===== config.mk =====
export PLATFORM = sky130hd
export DESIGN_NAME = fmul
export DESIGN_NICKNAME = d
export VERILOG_FILES = /design/src/rtl/fmul_pkg.sv /design/src/rtl/fmul.sv
export SDC_FILE = /design/constraint.sdc
export NUM_CORES = 2
export LEC_CHECK = 0
export ABC_AREA = 1
export CAP_MARGIN = 20
export CORE_ASPECT_RATIO = 1.75
export CORE_MARGIN = 2
export CORE_UTILIZATION = 65
export CTS_BUF_LIST = sky130_fd_sc_hd__clkbuf_4
export CTS_CLUSTER_DIAMETER = 50
export DETAILED_ROUTE_END_ITERATION = 7
export PLACE_DENSITY = 0.81
export SETUP_SLACK_MARGIN = 0.4
export SLEW_MARGIN = 20
export SYNTH_ARGS = -nofsm -noshare
export SYNTH_HDL_FRONTEND = slang
export SYNTH_SLANG_ARGS = --single-unit

===== constraint.sdc =====
create_clock -name clk -period 26.9 [get_ports clk]
set_clock_uncertainty 0.2 [all_clocks]
set_input_delay 2.69 -clock clk [delete_from_list [all_inputs] [get_ports clk]]
set_output_delay 2.69 -clock clk [all_outputs]
set_load 0.05 [all_outputs]

===== src/rtl/fmul_pkg.sv =====
// fmul_pkg: shared binary32 field layout, special encodings and operand classification for FPU blocks.
package fmul_pkg;
  localparam int WIDTH = 32;
  localparam int EXP_W = 8;
  localparam int FRAC_W = 23;
  localparam int BIAS = 127;
  localparam logic [EXP_W-1:0] EXP_MAX = 8'hFF;
  localparam logic [WIDTH-1:0] QNAN = 32'h7FC0_0000;
  typedef enum logic [1:0] {CL_ZERO, CL_NORM, CL_INF, CL_NAN} fclass_e;
  // Denormals classify as zero: this FPU flushes them on input.
  function automatic fclass_e classify(input logic [WIDTH-1:0] v);
    return v[30:23] == EXP_MAX ? (v[22:0] != '0 ? CL_NAN : CL_INF) :
           v[30:23] == '0      ? CL_ZERO : CL_NORM;
  endfunction
endpackage


===== src/rtl/fmul.sv =====
// fmul: binary32 multiplier, RNE rounding, flush-to-zero, one registered output stage.
module fmul import fmul_pkg::*; (
  input  logic [WIDTH-1:0] x1,
  input  logic [WIDTH-1:0] x2,
  output logic [WIDTH-1:0] y,
  input  logic clk,
  input  logic rstn
);
  fclass_e c1, c2;
  logic sgn, norm, g, st, rnd, nan, inf, zero, inf_zero;
  logic [47:0] prod;
  logic [22:0] fr;
  logic [23:0] sig;
  logic signed [9:0] ex;
  logic [WIDTH-1:0] res, y_d, y_q;
  always_comb begin
    c1 = classify(x1);
    c2 = classify(x2);
    sgn = x1[31] ^ x2[31];
    prod = {1'b1, x1[22:0]} * {1'b1, x2[22:0]};
    norm = prod[47];
    fr = norm ? prod[46:24] : prod[45:23];
    g = norm ? prod[23] : prod[22];
    st = norm ? |prod[22:0] : |prod[21:0];
    rnd = g & (st | fr[0]);
    sig = {1'b0, fr} + {23'd0, rnd};
    // sig[23] is the rounding carry; the fraction bits are already zero in that case.
    ex = $signed({2'b00, x1[30:23]}) + $signed({2'b00, x2[30:23]}) - $signed(10'(BIAS))
       + $signed({9'd0, norm}) + $signed({9'd0, sig[23]});
    res = ex <= 10'sd0   ? {sgn, 31'd0} :
          ex >= 10'sd255 ? {sgn, EXP_MAX, 23'd0} : {sgn, ex[7:0], sig[22:0]};
    nan = c1 == CL_NAN || c2 == CL_NAN;
    inf = c1 == CL_INF || c2 == CL_INF;
    zero = c1 == CL_ZERO || c2 == CL_ZERO;
    inf_zero = inf && zero;
    y_d = nan || inf_zero ? QNAN :
          inf  ? {sgn, EXP_MAX, 23'd0} :
          zero ? {sgn, 31'd0} : res;
  end
  always_ff @(posedge clk) y_q <= rstn ? y_d : '0;
  assign y = y_q;
endmodule


==> impl_metrics.json <==
{
  "syn_area_um2": 23400,
  "crit_path_max_fanout": 25,
  "rsz0062_at_grt": "no",
  "postCtsSetupBuffers": 0,
  "htreeDepth": 2,
  "synthToLayoutAreaGrowth_pct": 6.58,
  "slew_headroom_pct": 53.9,
  "cts.sinks": 32,
  "cts_buffer_depth": 2,
  "core-area_um2": 35800,
  "clockRootBuffer": "clkbuf_4",
  "avgSynthCellArea_um2": 7.05,
  "num_io_pins": 98,
  "grt_pass1_wl_um": 110000,
  "outcome": "complete, no violations",
  "yosys_most_used_dff": "dfxtp_1",
  "postRouteAntennaNets": 0,
  "overflow": 0,
  "grt_pass1_vias": 23200,
  "nets": 4102,
  "drv_cap": 0,
  "antenna_found_initial": 1,
  "dieArea_um2": 37600,
  "drt_wl_total_um": 66300,
  "drv_slew": 0,
  "synth.distinct_cells": 47,
  "drt_iter0_drc": 1186,
  "ys_ff_latch": 32,
  "grt_util_all_layers_pct": 37.0,
  "path_class": "in2reg",
  "syn_inst": 3319,
  "cts_tree": "yes",
  "syn_nets": 4058,
  "critPathCaptureType": "register",
  "gp_congestion": 1.02,
  "fmax_mhz": 74.0,
  "chipWidth_um": 147,
  "drc": 0,
  "crit_path_start_kind": "input port",
  "synth_enable_flop_cells": 0,
  "final.period_utilization_pct": 50.2,
  "via_per_inst": 5.39,
  "initial_core_util_pct": 65.4,
  "synth_warnings": 0,
  "routedWlPerCell_um": 17.3,
  "cp_slowest_stage_delay_ns": 0.56,
  "slowest_stage": "fa_1",
  "ys_top_cells_by_area": "fa_1 (41%), inv_1 (17%), nand2_1 (16%), ha_1 (10%), dfxtp_1 (2.7%)",
  "cts_hold_buf": 0,
  "layout_common_cells": "inv_1 (1066), nand2_1 (986), fa_1 (484)",
  "largest_reg_flops": 32,
  "die_y_um": 255,
  "netlist.area_leader.share_pct": 41.4,
  "via_count": 20700,
  "fin_tns_setup_ns": 0,
  "final-hold-violation-count": 0,
  "final-setup-viol-count": 0,
  "synth_top_area_cell": "fa_1",
  "worst_pin_slew_ns": 0.674,
  "final_common_cell": "inv_1",
  "crit_required_ns": 26.99,
  "yosysSeqAreaShare_pct": 2.74,
  "dp_hpwl_um": 54200,
  "rows": 92,
  "numCtsBuffers": 5,
  "cp_data_arrival_time_ns": 13.61,
  "dr.pass1.iters": 5,
  "clk_pin_slew_worst_paths_ns": 0.10,
  "holdCritPathClass": "in2reg",
  "grt_max_degree": 26,
  "drive_above_1_share_pct": 4.13,
  "async_flop_share_pct": 0,
  "portBuffers": 97,
  "cts_resized": 0,
  "fin_crit_ns": 13.51
}
-- critical path: cells and delay by family --
| kind | cells | cell delay [ns] |
|---|---|---|
| XOR/XNOR | 1 | 0.18 |
| AO/OA/AOI/OAI | 5 | 0.67 |
| buffers and inverters | 12 | 1.71 |
| adder cells (fa/ha/maj) | 10 | 4.91 |
| AND/OR/NAND/NOR | 24 | 3.39 |
-- per-stage QoR --
step	setup WS (ns)	instances	hold slack (ns)	area, um^2	util, %
floorplan	14.95	3319	2.58	23400	-
global placement	12.96	3826	3.07	24900	69.5
detailed placement	13.01	3826	3.09	24900	69.5
CTS	13.31	3834	2.70	25000	69.7
global route	12.63	3835	2.74	25000	69.7
finish	13.39	3835	2.70	25000	69.7
-- final cells by class --
cell class / count / area [um^2]
Clock buffer: 5 / 37.5
Inverter: 1074 / 4030
Fill cell: 3095 / 10800
Antenna cell: 1 / 2.50
Multi-Input combinational cell: 2110 / 18300
Tap cell: 470 / 588
Timing Repair Buffer: 140 / 1280
Sequential cell: 32 / 641
Clock inverter: 3 / 42.5
-- cells in the mapped netlist, drive strengths merged, types with 2 or more instances --
cell type  instances
nand4             23
o21bai             3
nor3b              3
o21a               2
buf                4
a21o               3
nand2           1015
nand3             76
dfxtp             32
nor2             138
o21ai             15
inv             1073
xor2              21
nand3b            10
xnor2              8
or2                6
fa               484
clkbuf            99
ha               189
nor3              24
a21oi             64
nor4              15
and2               4
-- cell families (layout without fill, tap and decap cells) --
family,after synthesis,count (layout),synth area share [%]
AOI/OAI and AO/OA,92,92,2.20
xor gates and xnor gates,29,29,1.08
adders and majority gates,673,673,51.5
buffers and inverters,1177,1222,19.0
DFF,32,32,2.74
other,0,1,0
and+or+nand+nor,1316,1316,23.5
-- layer usage --
layer / routed length, um / share of wire [%] / vias up / global-route usage, %
li1: - / - / 9380 / -
met4: 4580 / 6.9 / 0 / 22.8
met5: 0 / 0 / - / 0
met2: 35000 / 53 / 994 / 69.1
met3: 4930 / 7.4 / 337 / 5.04
met1: 21700 / 33 / 9947 / 39.0
-- worst paths after layout --
path    from  endpoint  slack [ns]  cells after the start
max   x1[15]     y[19]       13.39                     52
min   x2[31]     y[31]        2.70                      2
Power is left out: the tool's default activity adds up to more than one toggle a clock period on the data nets, which glitch-free logic cannot reach.
